File: config.mk
export PLATFORM = sky130hd
export DESIGN_NAME = load_store_unit
export DESIGN_NICKNAME = d
export VERILOG_FILES = /design/src/rtl/lsu_pkg.sv /design/src/rtl/lsu_lane_align.sv /design/src/rtl/load_store_unit.sv
export SDC_FILE = /design/constraint.sdc
export NUM_CORES = 1
export LEC_CHECK = 0
export BUFFER_PORTS_ARGS = -buffer_cell sky130_fd_sc_hd__buf_4
export CAP_MARGIN = 15
export CORE_MARGIN = 1.5
export CORE_UTILIZATION = 49
export DETAILED_ROUTE_END_ITERATION = 10
export PLACE_DENSITY = 0.77
export SLEW_MARGIN = 20
export SYNTH_ARGS = -nofsm -noshare
export SYNTH_HDL_FRONTEND = slang
export SYNTH_SLANG_ARGS = --single-unit
File: constraint.sdc
create_clock -name clk -period 3.4 [get_ports clk]
set_clock_uncertainty 0.15 [all_clocks]
set_input_delay 0.68 -clock clk [delete_from_list [all_inputs] [get_ports clk]]
set_output_delay 0.68 -clock clk [all_outputs]
set_load 0.02 [all_outputs]
File: src/rtl/lsu_pkg.sv
// lsu_pkg: shared types and constants for the load/store unit.
//   size_e  - access size encoding carried on reqSize
//   state_e - control FSM states
//   req_t   - request fields captured at acceptance
package lsu_pkg;

  localparam int LSU_MEM_WORDS = 64;

  typedef enum logic [1:0] {
    SIZE_BYTE = 2'b00,
    SIZE_HALF = 2'b01,
    SIZE_WORD = 2'b10,
    SIZE_RSVD = 2'b11
  } size_e;

  typedef enum logic [1:0] {
    IDLE  = 2'b00,
    EXEC  = 2'b01,
    MERGE = 2'b10,
    RESP  = 2'b11
  } state_e;

  typedef struct packed {
    logic        write;
    size_e       size;
    logic        sgn;
    logic [31:0] addr;
    logic [31:0] wdata;
  } req_t;

endpackage

File: src/rtl/lsu_lane_align.sv
// lsu_lane_align: little-endian lane extract/extend for loads and lane
// merge for sub-word stores. Purely combinational.
//   size  - access size
//   sgn   - sign-extend the extracted lane
//   off   - byte offset within the word (addr[1:0])
//   rdata - word read from memory (load source)
//   mword - word captured for read-modify-write (merge base)
//   wdata - right-aligned store data
//   ldata - extended load result
//   mdata - merge base with the addressed lane replaced
module lsu_lane_align
  import lsu_pkg::*;
(
  input  size_e       size,
  input  logic        sgn,
  input  logic [1:0]  off,
  input  logic [31:0] rdata,
  input  logic [31:0] mword,
  input  logic [31:0] wdata,
  output logic [31:0] ldata,
  output logic [31:0] mdata
);

  logic [7:0]  b;
  logic [15:0] h;

  always_comb begin
    b     = rdata[{off, 3'b000} +: 8];
    h     = off[1] ? rdata[31:16] : rdata[15:0];
    ldata = '0;
    mdata = mword;
    case (size)
      SIZE_BYTE: begin
        ldata = {{24{sgn & b[7]}}, b};
        mdata[{off, 3'b000} +: 8] = wdata[7:0];
      end
      SIZE_HALF: begin
        ldata = {{16{sgn & h[15]}}, h};
        mdata[{off[1], 4'b0000} +: 16] = wdata[15:0];
      end
      SIZE_WORD: begin
        ldata = rdata;
        mdata = wdata;
      end
      default: begin
        ldata = '0;
        mdata = mword;
      end
    endcase
  end

endmodule

File: src/rtl/load_store_unit.sv
// load_store_unit: single-outstanding load/store unit in front of a
// word-addressed data memory with combinational read.
//   clk, rstN                      - clock, async active-low reset
//   reqValid/reqReady + req fields - core request (accepted only in IDLE)
//   rspValid/rspReady, rspData,
//   rspFault                       - response, held until handshake
//   memWriteEnable, memAdress,
//   memWriteData, memReadData      - data memory port (word index address)
// Sub-word stores are read-modify-write: EXEC reads the word into a
// merge register, MERGE writes it back with the lane replaced.
module load_store_unit
  import lsu_pkg::*;
#(
  parameter int MEM_WORDS = LSU_MEM_WORDS
) (
  input  logic        clk,
  input  logic        rstN,
  input  logic        reqValid,
  output logic        reqReady,
  input  logic        reqWrite,
  input  logic [1:0]  reqSize,
  input  logic        reqSigned,
  input  logic [31:0] reqAddr,
  input  logic [31:0] reqWdata,
  output logic        rspValid,
  input  logic        rspReady,
  output logic [31:0] rspData,
  output logic        rspFault,
  output logic        memWriteEnable,
  output logic [31:0] memAdress,
  output logic [31:0] memWriteData,
  input  logic [31:0] memReadData
);

  state_e      state_q, state_d;
  req_t        rq;
  logic [31:0] merge_q;
  logic [31:0] ldata, mdata;
  logic [31:0] widx;
  logic        fault;

  assign widx = {2'b00, rq.addr[31:2]};

  always_comb begin
    fault = 1'b0;
    case (rq.size)
      SIZE_HALF: fault = rq.addr[0];
      SIZE_WORD: fault = (rq.addr[1:0] != 2'b00);
      SIZE_RSVD: fault = 1'b1;
      default:   fault = 1'b0;
    endcase
    if (widx >= 32'(MEM_WORDS)) fault = 1'b1;
  end

  lsu_lane_align u_align (
    .size  (rq.size),
    .sgn   (rq.sgn),
    .off   (rq.addr[1:0]),
    .rdata (memReadData),
    .mword (merge_q),
    .wdata (rq.wdata),
    .ldata (ldata),
    .mdata (mdata)
  );

  assign reqReady = (state_q == IDLE);
  assign rspValid = (state_q == RESP);

  always_comb begin
    state_d        = state_q;
    memWriteEnable = 1'b0;
    memWriteData   = '0;
    memAdress      = '0;
    case (state_q)
      IDLE: if (reqValid) state_d = EXEC;
      EXEC: begin
        memAdress = widx;
        if (fault || !rq.write) begin
          state_d = RESP;
        end else if (rq.size == SIZE_WORD) begin
          memWriteEnable = 1'b1;
          memWriteData   = rq.wdata;
          state_d        = RESP;
        end else begin
          state_d = MERGE;
        end
      end
      MERGE: begin
        memAdress      = widx;
        memWriteEnable = 1'b1;
        memWriteData   = mdata;
        state_d        = RESP;
      end
      RESP: if (rspReady) state_d = IDLE;
      default: state_d = IDLE;
    endcase
  end

  always_ff @(posedge clk or negedge rstN) begin
    if (!rstN) begin
      state_q  <= IDLE;
      rq       <= '0;
      merge_q  <= '0;
      rspData  <= '0;
      rspFault <= 1'b0;
    end else begin
      state_q <= state_d;
      if (state_q == IDLE && reqValid) begin
        rq.write <= reqWrite;
        rq.size  <= size_e'(reqSize);
        rq.sgn   <= reqSigned;
        rq.addr  <= reqAddr;
        rq.wdata <= reqWdata;
      end
      if (state_q == EXEC) begin
        rspFault <= fault;
        rspData  <= (fault || rq.write) ? 32'h0 : ldata;
        if (!fault && rq.write && rq.size != SIZE_WORD) merge_q <= memReadData;
      end
    end
  end

endmodule

# Yosys cells after proc, flatten, opt, wreduce, memory -nomap -nowiden
# Index checks and enable logic that the tools add are counted.
# word_totals
input_bits,104
register_bits,135
wordCells,61
# op_classes
addsub,2
magnitude_cmp,1
eq_ne,9
shift,5
n_reduce_logical,13
n_bitwise,2
mux,20
# ops
operator,n
$pmux W32 S3,2
$mux W32,3
$bwmux W32,2
$pmux W32 S2,1
$shift A16 B7 Y32 const A,1
$shift A8 B7 Y32 const A,1
$shiftx A16 B7 Y32,1
$shiftx A32 B6 Y8,1
$shiftx A8 B7 Y32,1
$ge A30 B7 Y1 const B,1
$mux W30,1
$mux W16,1
$neg A5 Y7,2
$eq A2 B2 Y1 const B,4
$pmux W2 S4,1
$mux W1,5
$eq A2 B1 Y1 const B,2
$logic_not A2 Y1,2
$mux W2,2
$ne A2 B2 Y1 const B,2
$reduce_and A2 Y1,2
$logic_and A1 B1 Y1,3
$pmux W1 S3,1
$and A1 B1 Y1,2
other kinds (6),8

# Longest topological paths before layout
# logic_depth
ltp_word,7
mapped_depth,10

# Cells and area by module
# From an unflattened synthesis, not the netlist that was laid out.
# hier_totals
cells_unflattened,701
hier_area_um2,7948.9
# modules_own_cells
module,area_each_um2,instances,seq_area_each_um2,cells_per_inst
load_store_unit,5905.7,1,3378.2,432
lsu_lane_align,2043.2,1,0.0,269

# Worst setup path after synthesis
# OpenSTA, ideal clock, no wires.
# synth_timing
kind,register to output
from,register rq[33] in the netlist's numbering
to,output memWriteData[23]
n_path_buf,4
t_required_ps,2570
stages_incl_launch_ff,11
path_slack_ps,-26
t_arrival_ps,2596
cell_sequence,dfrtp_1 > buf_2 > buf_2 > inv_1 > ha_1 > nor2b_1 > o22a_1 > or4_1 > buf_2 > buf_6 > o21ai_1
# synth_via
elab_chain_cells,6
elab_cells_between_ends,15
# synth_lines
item,line_no,rtl
"start, declared",load_store_unit.sv:36,req_t rq;
branches (longest 5 deep; another with $neg A5 Y7),--,
$pmux W32 S2 (*),load_store_unit.sv:74,case (state_q)
"end, declared",load_store_unit.sv:31,"output logic [31:0] memWriteData,"
# Mark *: on every way between the ends.

# Worst setup path in the final report
# layout_timing
from,register rq[33] in the netlist's numbering
to,output memWriteData[18]
# Same word-level chain as after synthesis.

==> metrics.txt <==
status=complete, but fails checks; failing checks=negative setup slack; Synth area leader=dfrtp_1; hold buffers post-CTS=0; WS Path Type=flip-flop to output port; die area=16800 µm²; Worst EP arrival=2580 ps; gr usage total=27.4%; chip width=130 µm; VDD IR max=0.000734 V; post-route antenna net violation count=0; Detailed Place HPWL=16.3 mm; CP max FO=17; multi-input logic area=4010 µm²; switching share of power=41.7%; TritonRoute pass-1 iters=5; Avg Synthesized Cell Area=11.1 µm²; Chip Height=130 µm; ys flop type=dfrtp_1; gr busiest metal=met2; Finished Cell Area=10300 µm²; warnings from Yosys=0; starting density of the core=49.8%; Area Growth Syn to Fin=31.5%; FF+latch area=3380 µm²; reported net switching power=3740 µW; Layout fillers=1302; met2 Use GR=43.6%; Max Clk Rate=293 MHz; r2r endpoint=merge_q[11]$_DFFE_PN0P_; cell count after synthesis=708; layout cells sized above 1=44.9%; total CTS buffers=17; DR iter-0 viols=517; Worst Slack Setup Final=-14.4 ps; Synth area leaders=dfrtp_1, mux2_2, o22ai_2; unrepaired setup endpoints after global routing=true; Clk pwr share=21.1%; number of failing hold endpoints at the final stage=0; Pint=5230 µW; Reg2Reg Depth=7; Reg power frac=28.3%; Comb power frac=50.6%; final wirelength=23.1 mm; port bufs=201; antenna diode instance count=0; Setup-failing EPs final=1; post-synth cell types=63; placed instance area=9580 µm²; actual slew at the worst max-slew pin=567 ps; async set or reset register ratio after synthesis=100%; Root Driver=clkbuf_16; crit path capture type=output port; clock-pin slew on the worst setup and hold paths=60 ps; Max-Cap Viols=0; required time of the critical path=2570 ps; CTS tree=done; R2R Setup Slk=790 ps; Placer Congestion=0.901; initial antenna violation count=0; P_leak=0.00486 µW; drt drc=0; fin cells=1129; Startpoint Class=flip-flop; cell area after synthesis=7850 µm²; RR Startpoint=state_q[1]$_DFFE_PN0P_; I/O Pins=204; via count=6604; Seq cells post-synth=135; first-pass GRT wire length=34.9 mm; Clock Tree Buf Depth=2; Core ar.=15800 µm²; Clk Latency, worst-skew pair=420 ps; met3 usage=5.70%; min cycle time layout=3410 ps; GR Overflow Total=0; Period Utilization, post-route=100%; Final Max Slew Viols=0; class of the worst hold path=input port to asynchronous set/reset pin; nets@finish=1013; largest net degree at the start of global routing=85; setup TNS=-14.4 ps; EDFF count, synth=0; slew margin rel.=62.1%; site row count=46; Avg WL per Cell=20.4 µm; vias in the first global route=6387; P per Cell Area=869 nW/µm²; placed cell count=1092; M1 GR Usage=37.7%; htree depth=4; Synth top area share=43.0%; total clock sinks=135; Vias/cell=5.85; CP Launch Point=rq[33]$_DFFE_PN0P_; sequential element share of the synthesized area=43.0%
-- synthesized netlist by cell type (all sizes together), types with 2 or more instances --
library cell and instances:
a21o 8, nor3 3, a32oi 14, o21a 2, a41o 8, nor2b 24
nand2b 3, o32ai 6, nand4 2, nor4 8, nand2 8, o211ai 7
inv 76, a22oi 23, ha 9, a22o 9, o22ai 42, o22a 8
nand3 15, mux2 109, a21oi 3, and2 33, dfrtp 135, nor3b 2
mux2i 20, nor2 6, o21ai 24, clkbuf 30, a221oi 18, or4 2
buf 29
-- cells in the final DEF (no fill, tap or decap), types with 8 or more instances in the layout --
cell | Yosys | final
o21ai_2 | 0 | 10
o21ai_0 | 10 | 10
a22o_1 | 9 | 9
a41o_1 | 8 | 8
o22ai_1 | 10 | 10
a21o_1 | 8 | 8
a32oi_1 | 14 | 14
dfrtp_1 | 135 | 135
a22oi_1 | 23 | 23
a221oi_1 | 18 | 18
buf_4 | 5 | 227
o22ai_2 | 32 | 32
and2_1 | 32 | 32
nand3_1 | 15 | 15
mux2_1 | 32 | 32
mux2_2 | 77 | 77
clkbuf_16 | 0 | 17
inv_1 | 76 | 74
mux2i_1 | 20 | 20
nor2b_1 | 24 | 24
-- logic make-up (layout without fill, tap and decap cells) --
group | after synthesis | after routing | synth area share [%]
other | 1 | 2 | 0.0478
multiplexers | 130 | 130 | 18.5
AND/OR/NAND/NOR | 114 | 114 | 9.24
buffers and inverters | 135 | 339 | 7.36
adder cells (fa/ha/maj) | 9 | 9 | 1.43
flip-flops | 135 | 135 | 43.0
AO/OA/AOI/OAI | 184 | 184 | 20.4
-- metal layers --
layer  vias up  wire [µm]
met2       329      10700
met3        40       1780
li1       2979          -
met4         0        499
met1      3256      10100
met5         -          0
-- layout make-up --
cell class	instances	share of cell area, %
Clock buffer	21	4.36
Sequential cell	135	32.7
Tap cell	216	2.62
Clock inverter	11	1.44
Inverter	76	2.76
Timing Repair Buffer	231	17.3
Multi-Input combinational cell	439	38.8
-- registers in the layout, indices dropped and copies added, names as in the netlist --
signal and cells:
merge_q 32, state_q 2, rspFault 1, rspData 32, rq 68
-- critical path, cell delays in order, from the launching register on --
cell,delay (ps)
dfrtp_1,410
inv_2,100
ha_4,160
nor2b_1,50
o22a_2,250
or4_4,560
buf_12,190
o2bb2a_1,280
buf_4,150
-- power groups by stage --
stage          combinational, µW  clock (µW)  sequential [µW]
5_1_grt                     4850        1990             2580
3_3_place_gp                4340           0             2520
2_1_floorplan               3080           0             2340
4_1_cts                     4470        1920             2510
3_5_place_dp                4380           0             2530
6_report                    4540        1890             2530
-- repair_timing --
action,CTS,global route
buffers inserted,4,0
gates cloned,1,0
resized for setup,13,10
endpoints found under the setup margin,33,22
pin swaps,4,0
endpoints found under the hold margin,0,0
-- how the worst max path moves through the flow --
stage          depth (start not counted)  slack (ps)                to
3_3_place_gp                           6         200  memWriteData[18]
5_1_grt                                7         -70  memWriteData[18]
3_5_place_dp                           6         190  memWriteData[18]
6_report                               8         -10  memWriteData[18]
4_1_cts                                8          20   memWriteData[6]
2_1_floorplan                         10         -30  memWriteData[23]
-- through the flow --
step | total power [µW] | utilization, % | worst slack [ps] | hold slack (ps)
floorplan | 5410 | - | -26.5 | 234
global placement | 6860 | 60.7 | 196 | 319
detailed placement | 6910 | 60.7 | 191 | 325
CTS | 8900 | 65.3 | 21.3 | 66.4
global route | 9420 | 65.5 | -70.7 | 75.1
finish | 8970 | 65.5 | -14.4 | 47.7
(Power assumes the default switching activity.)
